===== src/rtl/cpu_clk_if.sv =====
// rtl/cpu_clk_if.sv - front-panel switch, halt and CPU clock signals of cpu_clk_ctrl
// CYCLE_CNT is present only when CYCLE_CNT_EN is defined.
interface cpu_clk_if;
   logic        nSTEP_SW;
   logic        nMODE_SW;
   logic        nHALT;
   logic        CPU_CLK;
   logic        CLK_EN;
   logic        RUN;
   logic        BUSY;
`ifdef CYCLE_CNT_EN
   logic [15:0] CYCLE_CNT;

   modport master (output nSTEP_SW, nMODE_SW, nHALT,
                   input  CPU_CLK, CLK_EN, RUN, BUSY, CYCLE_CNT);
   modport slave  (input  nSTEP_SW, nMODE_SW, nHALT,
                   output CPU_CLK, CLK_EN, RUN, BUSY, CYCLE_CNT);
`else
   modport master (output nSTEP_SW, nMODE_SW, nHALT,
                   input  CPU_CLK, CLK_EN, RUN, BUSY);
   modport slave  (input  nSTEP_SW, nMODE_SW, nHALT,
                   output CPU_CLK, CLK_EN, RUN, BUSY);
`endif
endinterface


===== src/rtl/cpu_clk_ctrl.sv =====
// rtl/cpu_clk_ctrl.sv - step/run CPU clock generator driven by the debounced front-panel switches
// Optional CPU clock cycle counter enabled by macro CYCLE_CNT_EN.
module cpu_clk_ctrl #(
   parameter int PULSE_LEN    = 4,
   parameter int RUN_DIV_BITS = 5
) (
   input  logic      CLK_33,
   input  logic      nRST,
   cpu_clk_if.slave  bus
);
   typedef enum logic [1:0] {IDLE, HIGH, LOW} state_t;

   localparam logic [7:0] PHASE_LOAD = 8'(PULSE_LEN - 1);

   state_t                  state, state_nxt;
   logic [7:0]              phase, phase_nxt;
   logic [RUN_DIV_BITS-1:0] presc;
   logic [2:0]              step_sync, mode_sync, halt_sync;
   logic                    run_q, cpu_clk_q, clk_en_q;
   logic                    cpu_clk_nxt, clk_en_nxt;
   logic                    step_press, mode_press, tick, trigger;

   // bit 0 is the first flop; a press is the 1->0 transition between the last two
   assign step_press = step_sync[2] & ~step_sync[1];
   assign mode_press = mode_sync[2] & ~mode_sync[1];
   assign tick       = &presc;
   assign trigger    = run_q ? (tick & halt_sync[2]) : step_press;

   always_ff @(posedge CLK_33) begin
      if (!nRST) begin
         step_sync <= 3'b111;
         mode_sync <= 3'b111;
         halt_sync <= 3'b111;
         presc     <= '0;
         run_q     <= 1'b0;
      end else begin
         step_sync <= {step_sync[1:0], bus.nSTEP_SW};
         mode_sync <= {mode_sync[1:0], bus.nMODE_SW};
         halt_sync <= {halt_sync[1:0], bus.nHALT};
         presc     <= presc + 1'b1;
         if (mode_press)
            run_q <= ~run_q;
      end
   end

   always_ff @(posedge CLK_33) begin
      if (!nRST) begin
         state     <= IDLE;
         phase     <= '0;
         cpu_clk_q <= 1'b0;
         clk_en_q  <= 1'b0;
      end else begin
         state     <= state_nxt;
         phase     <= phase_nxt;
         cpu_clk_q <= cpu_clk_nxt;
         clk_en_q  <= clk_en_nxt;
      end
   end

   always_comb begin
      state_nxt  = state;
      phase_nxt  = phase;
      clk_en_nxt = 1'b0;
      case (state)
         IDLE: begin
            if (trigger) begin
               state_nxt  = HIGH;
               phase_nxt  = PHASE_LOAD;
               clk_en_nxt = 1'b1;
            end
         end
         HIGH: begin
            if (phase == 8'd0) begin
               state_nxt = LOW;
               phase_nxt = PHASE_LOAD;
            end else begin
               phase_nxt = phase - 8'd1;
            end
         end
         LOW: begin
            if (phase == 8'd0)
               state_nxt = IDLE;
            else
               phase_nxt = phase - 8'd1;
         end
         default: state_nxt = IDLE;
      endcase
      // CPU_CLK is a flop copy of the next state so it never glitches
      cpu_clk_nxt = (state_nxt == HIGH);
   end

   assign bus.CPU_CLK = cpu_clk_q;
   assign bus.CLK_EN  = clk_en_q;
   assign bus.RUN     = run_q;
   assign bus.BUSY    = (state != IDLE);

`ifdef CYCLE_CNT_EN
   logic [15:0] cycle_cnt;

   always_ff @(posedge CLK_33) begin
      if (!nRST)
         cycle_cnt <= '0;
      else if (clk_en_nxt)
         cycle_cnt <= cycle_cnt + 16'd1;
   end

   assign bus.CYCLE_CNT = cycle_cnt;
`endif
endmodule


===== src/flat_wrapper.sv =====
// flat-port wrapper written by rule: the top's interface ports become plain ports
module cpu_clk_ctrl_flat 
#(
   parameter int PULSE_LEN    = 4,
   parameter int RUN_DIV_BITS = 5
)
  (CLK_33, nRST, bus_nSTEP_SW, bus_nMODE_SW, bus_nHALT, bus_CPU_CLK, bus_CLK_EN, bus_RUN, bus_BUSY);
  cpu_clk_if bus_i ();
  input  logic CLK_33;
  input  logic nRST;
  input wire logic [$bits(bus_i.nSTEP_SW)-1:0] bus_nSTEP_SW;
  input wire logic [$bits(bus_i.nMODE_SW)-1:0] bus_nMODE_SW;
  input wire logic [$bits(bus_i.nHALT)-1:0] bus_nHALT;
  output wire logic [$bits(bus_i.CPU_CLK)-1:0] bus_CPU_CLK;
  output wire logic [$bits(bus_i.CLK_EN)-1:0] bus_CLK_EN;
  output wire logic [$bits(bus_i.RUN)-1:0] bus_RUN;
  output wire logic [$bits(bus_i.BUSY)-1:0] bus_BUSY;
  assign bus_i.nSTEP_SW = bus_nSTEP_SW;
  assign bus_i.nMODE_SW = bus_nMODE_SW;
  assign bus_i.nHALT = bus_nHALT;
  assign bus_CPU_CLK = bus_i.CPU_CLK;
  assign bus_CLK_EN = bus_i.CLK_EN;
  assign bus_RUN = bus_i.RUN;
  assign bus_BUSY = bus_i.BUSY;
  cpu_clk_ctrl #(.PULSE_LEN(PULSE_LEN), .RUN_DIV_BITS(RUN_DIV_BITS)) u_core (.CLK_33(CLK_33), .nRST(nRST), .bus(bus_i));
endmodule

===== config.mk =====
export PLATFORM = sky130hd
export DESIGN_NAME = cpu_clk_ctrl_flat
export DESIGN_NICKNAME = d
export VERILOG_FILES = /design/src/rtl/cpu_clk_if.sv /design/src/rtl/cpu_clk_ctrl.sv /design/src/flat_wrapper.sv
export SDC_FILE = /design/constraint.sdc
export NUM_CORES = 1
export LEC_CHECK = 0
export ABC_AREA = 1
export BUFFER_PORTS_ARGS = -buffer_cell sky130_fd_sc_hd__buf_2
export CORE_AREA = 2 2 82 60
export CTS_BUF_LIST = sky130_fd_sc_hd__clkbuf_8
export CTS_CLUSTER_DIAMETER = 50
export DETAILED_ROUTE_END_ITERATION = 7
export DIE_AREA = 0 0 84 62
export PLACE_DENSITY_LB_ADDON = 0.08
export REMOVE_ABC_BUFFERS = 1
export SKIP_LAST_GASP = 1
export SYNTH_ARGS = -nofsm -noshare
export SYNTH_HDL_FRONTEND = slang
export SYNTH_SLANG_ARGS = --single-unit
export TNS_END_PERCENT = 100

===== constraint.sdc =====
create_clock -name CLK_33 -period 3.4 [get_ports CLK_33]
set_clock_uncertainty 0.1 [all_clocks]
set_input_delay 0.51 -clock CLK_33 [delete_from_list [all_inputs] [get_ports CLK_33]]
set_output_delay 0.51 -clock CLK_33 [all_outputs]
set_load 0.03 [all_outputs]

Word-level counts from Yosys, hierarchy flattened
Index checks and enable logic that the tools add are counted.
{ "op_classes": {"n_reduce_logical": 7, "muxes": 10, "n_addsub": 2, "bitwise": 6, "n_eq_ne": 5} }
{ "ops": {"columns": ["cell", "count"], "rows": [
  ["two-way mux 8 bit", 3],
  ["case mux 8 bit (3 select lines)", 1],
  ["zero test 8 bit", 1],
  ["subtractor 8 x 1 -> 8 bit, second input constant", 1],
  ["two-way mux 2 bit", 3],
  ["case mux 2 bit (3 select lines)", 1],
  ["adder 5 x 1 -> 5 bit, second input constant", 1],
  ["AND reduction 5 bit", 1],
  ["equality test 2 x 1 -> 1 bit, second input constant", 2],
  ["bitwise AND 1 bit", 3],
  ["inverter 1 bit", 3],
  ["AND reduction 3 bit", 1],
  ["nonzero test 3 bit", 1],
  ["equality test 2 bit, second input constant", 1],
  ["zero test 2 bit", 1],
  ["two-way mux 1 bit", 2],
  ["!= test 2 x 1 -> 1 bit, second input constant", 1],
  ["!= test 2 bit, second input constant", 1],
  ["AND reduction 2 bit", 1],
  ["nonzero test 2 bit", 1]
]} }
{ "totals": {"wordCells": 39, "register_bits": 27, "input_bits": 5, "output_inout_bits": 4} }

Depth between registers and ports, before layout
Gate-level depths: netlist of the first run.
{ "logic_depth": {"depth_word": 6, "depth_mapped": 12} }

Worst setup path before layout of the first run
Ideal clock, no wire load.
{ "synth_timing": {"kind": "flip-flop to flip-flop", "start": "register u_core.presc[0]", "end": "register u_core.phase[5]", "synth_period_minus_slack_ns": 1.672, "setup_ns": 0.110, "setup_slack_ns": 1.728, "path_stages_with_launch": 13, "arrival_time_ns": 1.462, "required_time_ns": 3.190, "path_cell_list": "dfxtp_1 > ha_1 > nand2_1 > nor2_1 > ha_1 > nand3_1 > nand3_2 > nand2_2 > nor2_2 > buf_6 > nand3_1 > nand2_1 > nor2_1"} }
{ "synth_between": {"elab_chain_len": 5} }
{ "synth_rtl": {"columns": ["item", "line", "rtl"], "rows": [
  ["start: declaration", "cpu_clk_ctrl.sv:17", "logic [RUN_DIV_BITS-1:0] presc;"],
  ["start signal: assignment", "cpu_clk_ctrl.sv:40", "presc <= presc + 1'b1;"],
  ["AND reduction 5 bit", "cpu_clk_ctrl.sv:26", "assign tick = &presc;"],
  ["bitwise AND 1 bit", "cpu_clk_ctrl.sv:27", "assign trigger = run_q ? (tick & halt_sync[2]) : step_press;"],
  ["two-way mux 1 bit", "cpu_clk_ctrl.sv:27", null],
  ["!= test 2 x 1 -> 1 bit (no line)", null, null],
  ["AND reduction 3 bit (no line)", null, null],
  ["end signal: assignment", "cpu_clk_ctrl.sv:54", "phase <= phase_nxt;"],
  ["end: declaration", "cpu_clk_ctrl.sv:16", "logic [7:0] phase, phase_nxt;"]
]} }
Every way passes these cells.
A chain may end at the register's enable or synchronous reset.

Final worst setup path of the first run
{ "layout_timing": {"start": "register u_core.presc[0]", "end": "register u_core.phase[1]"} }
The elaborated chain is that of the path after synthesis.

==> flow_summary.json, run 1 <==
{
  "start_util": 0.2835,
  "grt_overflow": 0,
  "antenna_found_initial": 0,
  "min_path_type": "input port to register",
  "cp_num_buf_inv": 1,
  "crit_chain": "ha_1 -> nand2_1 -> nor2_1 -> ha_1 -> nand3_1 -> nand3_2 -> nand2_2 -> nor2_2 -> inv_1 -> nor2_1 -> nor2_1",
  "gr-usage-all-layers": 0.1075,
  "r2r.worst_path.cells": 11,
  "regArea_sq_um": 540.5,
  "synth-seq-area-share": 0.4194,
  "max_freq_mhz": 489.5,
  "synth-seq-cells": 27,
  "slew_viol_final": 0,
  "ys_types": 21,
  "final_antenna_net_count": 0,
  "crit_end": "u_core.phase[1]",
  "synth-xor-area-share": 0,
  "num_rows": 21,
  "grt_first_pass_wirelength_um": 4333,
  "gp_congestion": 0.7754,
  "fin_area_sq_um": 1423,
  "path_clk_slew_ns": 0.11,
  "io_pins": 9,
  "dp_hpwl_um": 1850,
  "cp.depth": 11,
  "cp-startpoint": "u_core.presc[0]",
  "async_reset_ff_frac": 0,
  "grt_max_degree": 18,
  "setup_viol": 0,
  "slowest_stage": "dfxtp_1",
  "vias": 1038,
  "synth_top_area_share": 0.4194,
  "syn_to_final_growth_pct": 10.39,
  "worst_r2r_endpoint": "u_core.phase[1]",
  "yosys-top-cells-count": "39 x nand2_1, 28 x inv_1, 27 x dfxtp_1",
  "cts.path.max_buffers": 2,
  "final_nets": 198,
  "endpoint_kind": "register",
  "switching_share": 0.3414,
  "synth-adder-area-share": 0.07767,
  "power.share.clock": 0.279,
  "crit_arrival_ns": 2.13,
  "ys_top_cells_by_area": "dfxtp_1 42%, nand2_1 11%, inv_1 8.2%",
  "ys.flop_type": "dfxtp_1",
  "dp.cells": 237,
  "maxSlewHeadroom": 0.7043,
  "io_buffers": 8,
  "fin_crit_ns": 2.043,
  "path_max_fanout": 12,
  "peakVddDrop_mv": 0.1773,
  "grt_pass1_vias": 985,
  "cts_resized": 0,
  "syn_area_sq_um": 1289,
  "regToRegSetupSlack_ns": 1.36,
  "seqPwrFrac": 0.484,
  "drt_iter0_markers": 44,
  "cts_root_buf": "clkbuf_8",
  "cts_max_level": 1,
  "internal_power_uw": 480.2,
  "diodes": 0,
  "synth-compound-area-share": 0.06990,
  "cts_sinks": 27,
  "routedWlPerCell_um": 10.50,
  "critPathLaunchType": "register",
  "switching_power_uw": 248.9,
  "die_w_um": 84,
  "yosys.area_share.simple": 0.3272,
  "drcViolationCount": 0,
  "power_density_nw_per_um2": 512.5,
  "die_area_sq_um": 5208,
  "cpMostUsedCell": "nor2_1",
  "synthCells": 175,
  "worstReg2RegStart": "u_core.presc[0]",
  "n_fill_cell": 490,
  "ys_warn_count": 0,
  "placed_cell_area_sq_um": 1373,
  "path_delay_family": "simple AND/OR/NAND/NOR gates",
  "clk_latency_ns": 0.28,
  "synth_top_family_by_area": "simple AND/OR/NAND/NOR gates",
  "status": "finished, final reports clean",
  "drt-pass1-iter-count": 4,
  "crit_type": "register to register",
  "tritoncts": "yes",
  "routed_wl_um": 2530,
  "post_layout_nonfiller_instances": 241,
  "maxCapViolCount": 0,
  "viasPerCell": 4.307,
  "post-route-period-util": 0.6009,
  "cts_made_buffers": 3,
  "power_frac_comb": 0.237,
  "multi_input_area_sq_um": 611.8,
  "fin_setup_tns_ns": 0,
  "die_y_um": 62,
  "tightest_slew_ns": 0.4431,
  "postCtsSetupBuffers": 0,
  "drive_above_1_share": 0.1685,
  "cp_slowest_stage_delay_ns": 0.37,
  "rsz0062_at_grt": "false",
  "timing.final.hold_violations": 0,
  "avgSynthCellArea_sq_um": 7.364,
  "holdBufCountCts": 0,
  "post-synth-top-area-cell": "dfxtp_1",
  "core_area_sq_um": 4546,
  "power.leakage_nw": 0.6856,
  "synth-edff-count": 0,
  "synth_most_common_cell": "nand2_1",
  "yosys-mux-area-fraction": 0,
  "required_ns": 3.49
}
[layer usage]
layer,wire length (um),part of all wire,vias up,track usage
met2,1110,0.44,10,0.1851
met1,1337,0.53,470,0.1363
met5,0,0,-,0
li1,-,-,556,-
met4,20,0.0079,0,0.02765
met3,62,0.025,2,0.03170
[state kept, by name, summed over array words and instances (netlist names)]
signal and cells:
u_core.phase 8, u_core.bus.CLK_EN 1, u_core.state 2, u_core.presc 5
u_core.halt_sync 3, u_core.bus.CPU_CLK 1, u_core.step_sync 3, u_core.bus.RUN 1
u_core.mode_sync 3
[cell type report]
type	count	share of cell area
multi-input combinational	116	0.4301
sequential	27	0.3799
inverter	29	0.07652
clock buffer	3	0.02902
clock inverter	1	0.006157
timing repair buffer	8	0.02814
tap	57	0.05013
[cell usage in the layout, fill, tap and decap left out, drive strengths merged]
| cell type | synthesis | routed |
|---|---|---|
| nand2 | 42 | 42 |
| or2 | 7 | 7 |
| ha | 8 | 8 |
| nand4 | 1 | 1 |
| a211oi | 1 | 1 |
| a21oi | 5 | 5 |
| o211ai | 2 | 2 |
| o21ai | 6 | 6 |
| dfxtp | 27 | 27 |
| nand3 | 17 | 17 |
| inv | 29 | 30 |
| buf | 3 | 8 |
| nor2 | 25 | 25 |
| nor3 | 2 | 2 |
| clkbuf | 0 | 3 |
[worst min-delay path by stage]
stage,endpoint,from,cells after the start,slack (ns)
4_1_cts,u_core.mode_sync[0],bus_nMODE_SW,2,0.30
3_5_place_dp,u_core.halt_sync[1],u_core.halt_sync[0],1,0.30
6_report,u_core.mode_sync[0],bus_nMODE_SW,2,0.31
2_1_floorplan,u_core.mode_sync[2],u_core.mode_sync[1],2,0.29
5_1_grt,u_core.mode_sync[0],bus_nMODE_SW,2,0.30
3_3_place_gp,u_core.halt_sync[1],u_core.halt_sync[0],1,0.29
[kinds of logic after synthesis]
logic type / Yosys count
AOI/OAI and AO/OA: 14
DFF: 27
and+or+nand+nor: 94
adders and majority gates: 8
buffers and inverters: 32
[power by group through the flow]
stage / Combinational [mW] / Sequential (mW) / Clock, mW
floorplan: 0.130 / 0.360 / 0
global placement: 0.173 / 0.360 / 0
detailed placement: 0.171 / 0.360 / 0
CTS: 0.173 / 0.353 / 0.215
global route: 0.198 / 0.355 / 0.223
finish: 0.173 / 0.353 / 0.203
[metrics by stage]
| step | total power, mW | setup WS, ns | hold WS (ns) | utilization |
|---|---|---|---|---|
| after CTS | 0.7402 | 1.328 | 0.2979 | 0.3130 |
| after global routing | 0.7761 | 1.087 | 0.3002 | 0.3130 |
| after floorplan | 0.4905 | 1.626 | 0.2917 | - |
| after global placement | 0.5328 | 1.412 | 0.2936 | 0.3020 |
| after detailed placement | 0.5316 | 1.342 | 0.2994 | 0.3020 |
| final | 0.7290 | 1.357 | 0.3090 | 0.3130 |
No activity file was read; power rests on OpenSTA's default activity.
==> run 2, diff against run 1 <==
- clock period: 3.4 -> 1.8 ns (I/O delays scaled with it)
==> flow_summary.json, run 2 (synthesis results as in run 1) <==
{
  "status": "finished, final reports clean",
  "mostFrequentLayoutCell": "nand2_1",
  "maxCapViolCount": 0,
  "cts_root_buf": "clkbuf_8",
  "vias": 1053,
  "max_freq_mhz": 582.3,
  "timing.final.hold_violations": 0,
  "regMostFlops": "u_core.phase",
  "grt_max_degree": 18,
  "hold_ws_ns": 0.06791,
  "path_max_fanout": 6,
  "cts.path.max_buffers": 2,
  "post_layout_nonfiller_instances": 245,
  "cp-startpoint": "u_core.presc[1]",
  "final_nets": 202,
  "drt_iter0_markers": 46,
  "gp_congestion": 0.8004,
  "holdCritStartpoint": "bus_nMODE_SW",
  "setup_viol": 0,
  "die_area_sq_um": 5208,
  "gr-usage-all-layers": 0.1198,
  "crit_type": "register to register",
  "dp_hpwl_um": 1990,
  "die_w_um": 84,
  "drcViolationCount": 0,
  "grt.met2_usage": 0.2137,
  "start_util": 0.2835,
  "fin_setup_tns_ns": 0,
  "min_path_type": "input port to register",
  "die_y_um": 62,
  "diodes": 0,
  "fin_util": 0.3303,
  "holdBufCountCts": 0,
  "final_antenna_net_count": 0,
  "core_area_sq_um": 4546,
  "crit_arrival_ns": 1.81,
  "busiest_layer": "met2",
  "setup_slack_ns": 0.08278,
  "syn_to_final_growth_pct": 16.50,
  "power_mw": 1.410,
  "viasPerCell": 4.298,
  "layout_common_cells": "37 x nand2_1, 27 x inv_1, 25 x dfxtp_1, 18 x nor2_1, 15 x nand3_1",
  "tritoncts": "yes",
  "dp_slack_ns": -0.03839,
  "cts_made_buffers": 3,
  "dp.cells": 240,
  "peakVddDrop_mv": 0.2614,
  "use_met3": 0.03170,
  "drt-pass1-iter-count": 4,
  "n_fill_cell": 521,
  "power_density_nw_per_um2": 938.9,
  "maxSlewHeadroom": 0.7275,
  "cts_sinks": 27,
  "power.leakage_nw": 0.7047,
  "endpoint_kind": "register",
  "path_clk_slew_ns": 0.11,
  "placed_cell_area_sq_um": 1395,
  "drive_above_1_share": 0.2553,
  "post-route-period-util": 0.9540,
  "slew_viol_final": 0,
  "clk_latency_ns": 0.28,
  "antenna_found_initial": 0,
  "critPathLaunchType": "register",
  "required_ns": 1.89,
  "grt_pass1_vias": 1060,
  "reg_top3": "u_core.phase x8, u_core.presc x5",
  "rsz0062_at_grt": "true",
  "worstReg2RegStart": "u_core.presc[1]",
  "gr-usage-met1": 0.1501,
  "routed_wl_um": 2744,
  "grt_first_pass_wirelength_um": 4795,
  "io_pins": 9,
  "fin_crit_ns": 1.717,
  "regToRegSetupSlack_ns": 0.08,
  "grt_overflow": 0,
  "tightest_slew_ns": 0.4056,
  "num_rows": 21,
  "largest_register_ffs": 8,
  "cts_max_level": 1,
  "routedWlPerCell_um": 11.20,
  "io_buffers": 8,
  "fin_area_sq_um": 1501
}
-- run 2: cell count changes in the layout (fill, tap and decap cells not counted), sizes merged --
cell  previous run  this run
buf              8        12
-- run 2: critical path, stage by stage, from the launching register on --
cell	delay (ns)
dfxtp_2	0.37
ha_4	0.14
nand2_2	0.05
nor2_2	0.11
ha_2	0.17
nand3_2	0.08
nand3_2	0.09
nand2_2	0.08
nor2_4	0.11
buf_6	0.14
inv_2	0.06
nor2_2	0.08
nor2_1	0.05
-- run 2: path summary, 6_finish.rpt --
| check | endpoint | depth (start not counted) |
|---|---|---|
| worst min-delay path | u_core.mode_sync[0] | 2 |
| worst min register to register | u_core.halt_sync[1] | 1 |
| worst max-delay path | u_core.phase[1] | 12 |
| worst max register to register | u_core.phase[1] | 12 |
-- run 2: cell type report --
type,count,area [sq um],share of cell area
Tap cell,57,71.32,0.04750
Multi-Input combinational cell,116,654.4,0.4358
Inverter,29,108.9,0.07250
Timing Repair Buffer,12,73.82,0.04917
Sequential cell,27,543.0,0.3617
Clock inverter,1,8.758,0.005833
Clock buffer,3,41.29,0.02750
-- run 2: what timing repair did --
action,4_1_cts,5_1_grt
pin swaps,1,8
gates cloned,1,0
setup endpoints to repair,7,8
resized for setup,4,13
setup buffers,0,0
-- run 2: per-layer routing --
metal	vias to the layer above	wire length, um
li1	562	-
met1	483	1430
met2	6	1239
met3	2	54
met4	0	20
met5	-	0
-- run 2: where the power goes --
group	switching [mW]	internal, mW
sequential	0.0312	0.640
combinational	0.232	0.123
clock	0.220	0.163
total	0.484	0.926
==> run 3, diff against run 2 <==
- clock period: 1.8 -> 1.7 ns (I/O delays scaled with it)
==> flow_summary.json, run 3 (synthesis results as in run 1) <==
{
  "worstReg2RegStart": "u_core.presc[0]",
  "grt_first_pass_wirelength_um": 4830,
  "min_path_type": "input port to register",
  "cts_made_buffers": 3,
  "clk_latency_ns": 0.28,
  "die_area_sq_um": 5208,
  "grt_overflow": 0,
  "tightest_slew_ns": 0.4934,
  "viasPerCell": 4.343,
  "path_clk_slew_ns": 0.11,
  "holdCritStartpoint": "bus_nMODE_SW",
  "io_pins": 9,
  "routed_wl_um": 2745,
  "power_density_nw_per_um2": 962.0,
  "power_mw": 1.507,
  "cts.path.max_buffers": 2,
  "setup_viol": 2,
  "r2r.worst_path.cells": 12,
  "fin_util": 0.3446,
  "vias": 1090,
  "cts_root_buf": "clkbuf_8",
  "layout_common_cells": "35 x nand2_1, 26 x inv_1, 23 x dfxtp_1, 19 x nor2_1, 14 x nand3_1",
  "final_antenna_net_count": 0,
  "die_y_um": 62,
  "antenna_found_initial": 0,
  "setup_slack_ns": -0.02007,
  "critPathLaunchType": "register",
  "cts_sinks": 27,
  "power.leakage_nw": 0.7333,
  "post_layout_nonfiller_instances": 251,
  "drcViolationCount": 0,
  "crit_type": "register to register",
  "drt-pass1-iter-count": 4,
  "hold_ws_ns": 0.05539,
  "status": "finished, violations left",
  "peakVddDrop_mv": 0.3470,
  "die_w_um": 84,
  "start_util": 0.2835,
  "diodes": 0,
  "placed_cell_area_sq_um": 1403,
  "largest_register_ffs": 8,
  "min_path_cells": 2,
  "core_area_sq_um": 4546,
  "slew_viol_final": 0,
  "dp_hpwl_um": 1935,
  "post-route-period-util": 1.012,
  "reg_top3": "u_core.phase x8, u_core.presc x5",
  "maxCapViolCount": 0,
  "regMostFlops": "u_core.phase",
  "path_max_fanout": 6,
  "dp.cells": 241,
  "maxSlewHeadroom": 0.6685,
  "syn_to_final_growth_pct": 21.55,
  "io_buffers": 8,
  "rsz0062_at_grt": "true",
  "n_fill_cell": 495,
  "regArea_sq_um": 548.0,
  "max_freq_mhz": 581.4,
  "tritoncts": "yes",
  "required_ns": 1.78,
  "multi_input_area_sq_um": 663.1,
  "fin_area_sq_um": 1567,
  "crit_arrival_ns": 1.80,
  "holdBufCountCts": 0,
  "dp_slack_ns": -0.1112,
  "fin_setup_tns_ns": -0.02022,
  "grt_max_degree": 18,
  "endpoint_kind": "register",
  "gr-usage-all-layers": 0.1195,
  "gp_congestion": 0.8004,
  "cts_max_level": 1,
  "drive_above_1_share": 0.3041,
  "routedWlPerCell_um": 10.94,
  "grt_pass1_vias": 1038,
  "num_rows": 21,
  "fin_crit_ns": 1.720,
  "failed_checks": "negative setup slack",
  "cp-startpoint": "u_core.presc[0]",
  "final_nets": 208,
  "timing.final.hold_violations": 0,
  "mostFrequentLayoutCell": "nand2_1",
  "drt_iter0_markers": 68
}
## run 3: changes by cell type in the layout (fill, tap and decap cells not counted), sizes merged
cell and delta:
buf +5, clkbuf +1
## run 3: critical path: stages, from the launching register on
cell	delay, ns
dfxtp_4	0.38
ha_4	0.13
nand2_2	0.06
nor2_2	0.08
ha_2	0.17
nand3_2	0.08
nand3_2	0.08
nand2_2	0.07
nor2_4	0.14
buf_6	0.14
inv_2	0.06
nor2_1	0.08
nor2_1	0.05
## run 3: power breakdown
part	internal [mW]	total, mW	switching, mW
clock	0.172	0.399	0.227
combinational	0.145	0.398	0.254
sequential	0.677	0.709	0.0319
total	0.994	1.51	0.513
## run 3: worst paths after layout
kind | end | slack [ns]
worst max-delay path | u_core.phase[6] | -0.02
worst max register to register | u_core.phase[6] | -0.02
worst min-delay path | u_core.mode_sync[0] | 0.06
worst min register to register | u_core.halt_sync[1] | 0.32
## run 3: routing by layer
layer	up-vias	GRT usage	routed length, um
met5	-	0	0
met4	0	0.03226	53
met3	4	0.03303	115
met2	19	0.2046	1236
met1	490	0.1530	1339
li1	577	-	-
## run 3: repair_timing
item / CTS / global route
gates cloned: 1 / 0
setup endpoints to repair: 8 / 10
pin swaps: 11 / 9
buffers inserted: 2 / 3
resized for setup: 15 / 10
## run 3: cell type report
type | count | share of cell area
multi-input cells | 116 | 0.4233
clock buffers | 3 | 0.02636
well taps | 57 | 0.04553
repair buffers | 18 | 0.07987
clock inverters | 1 | 0.005591
inverters | 29 | 0.06949
flip-flops and latches | 27 | 0.3498
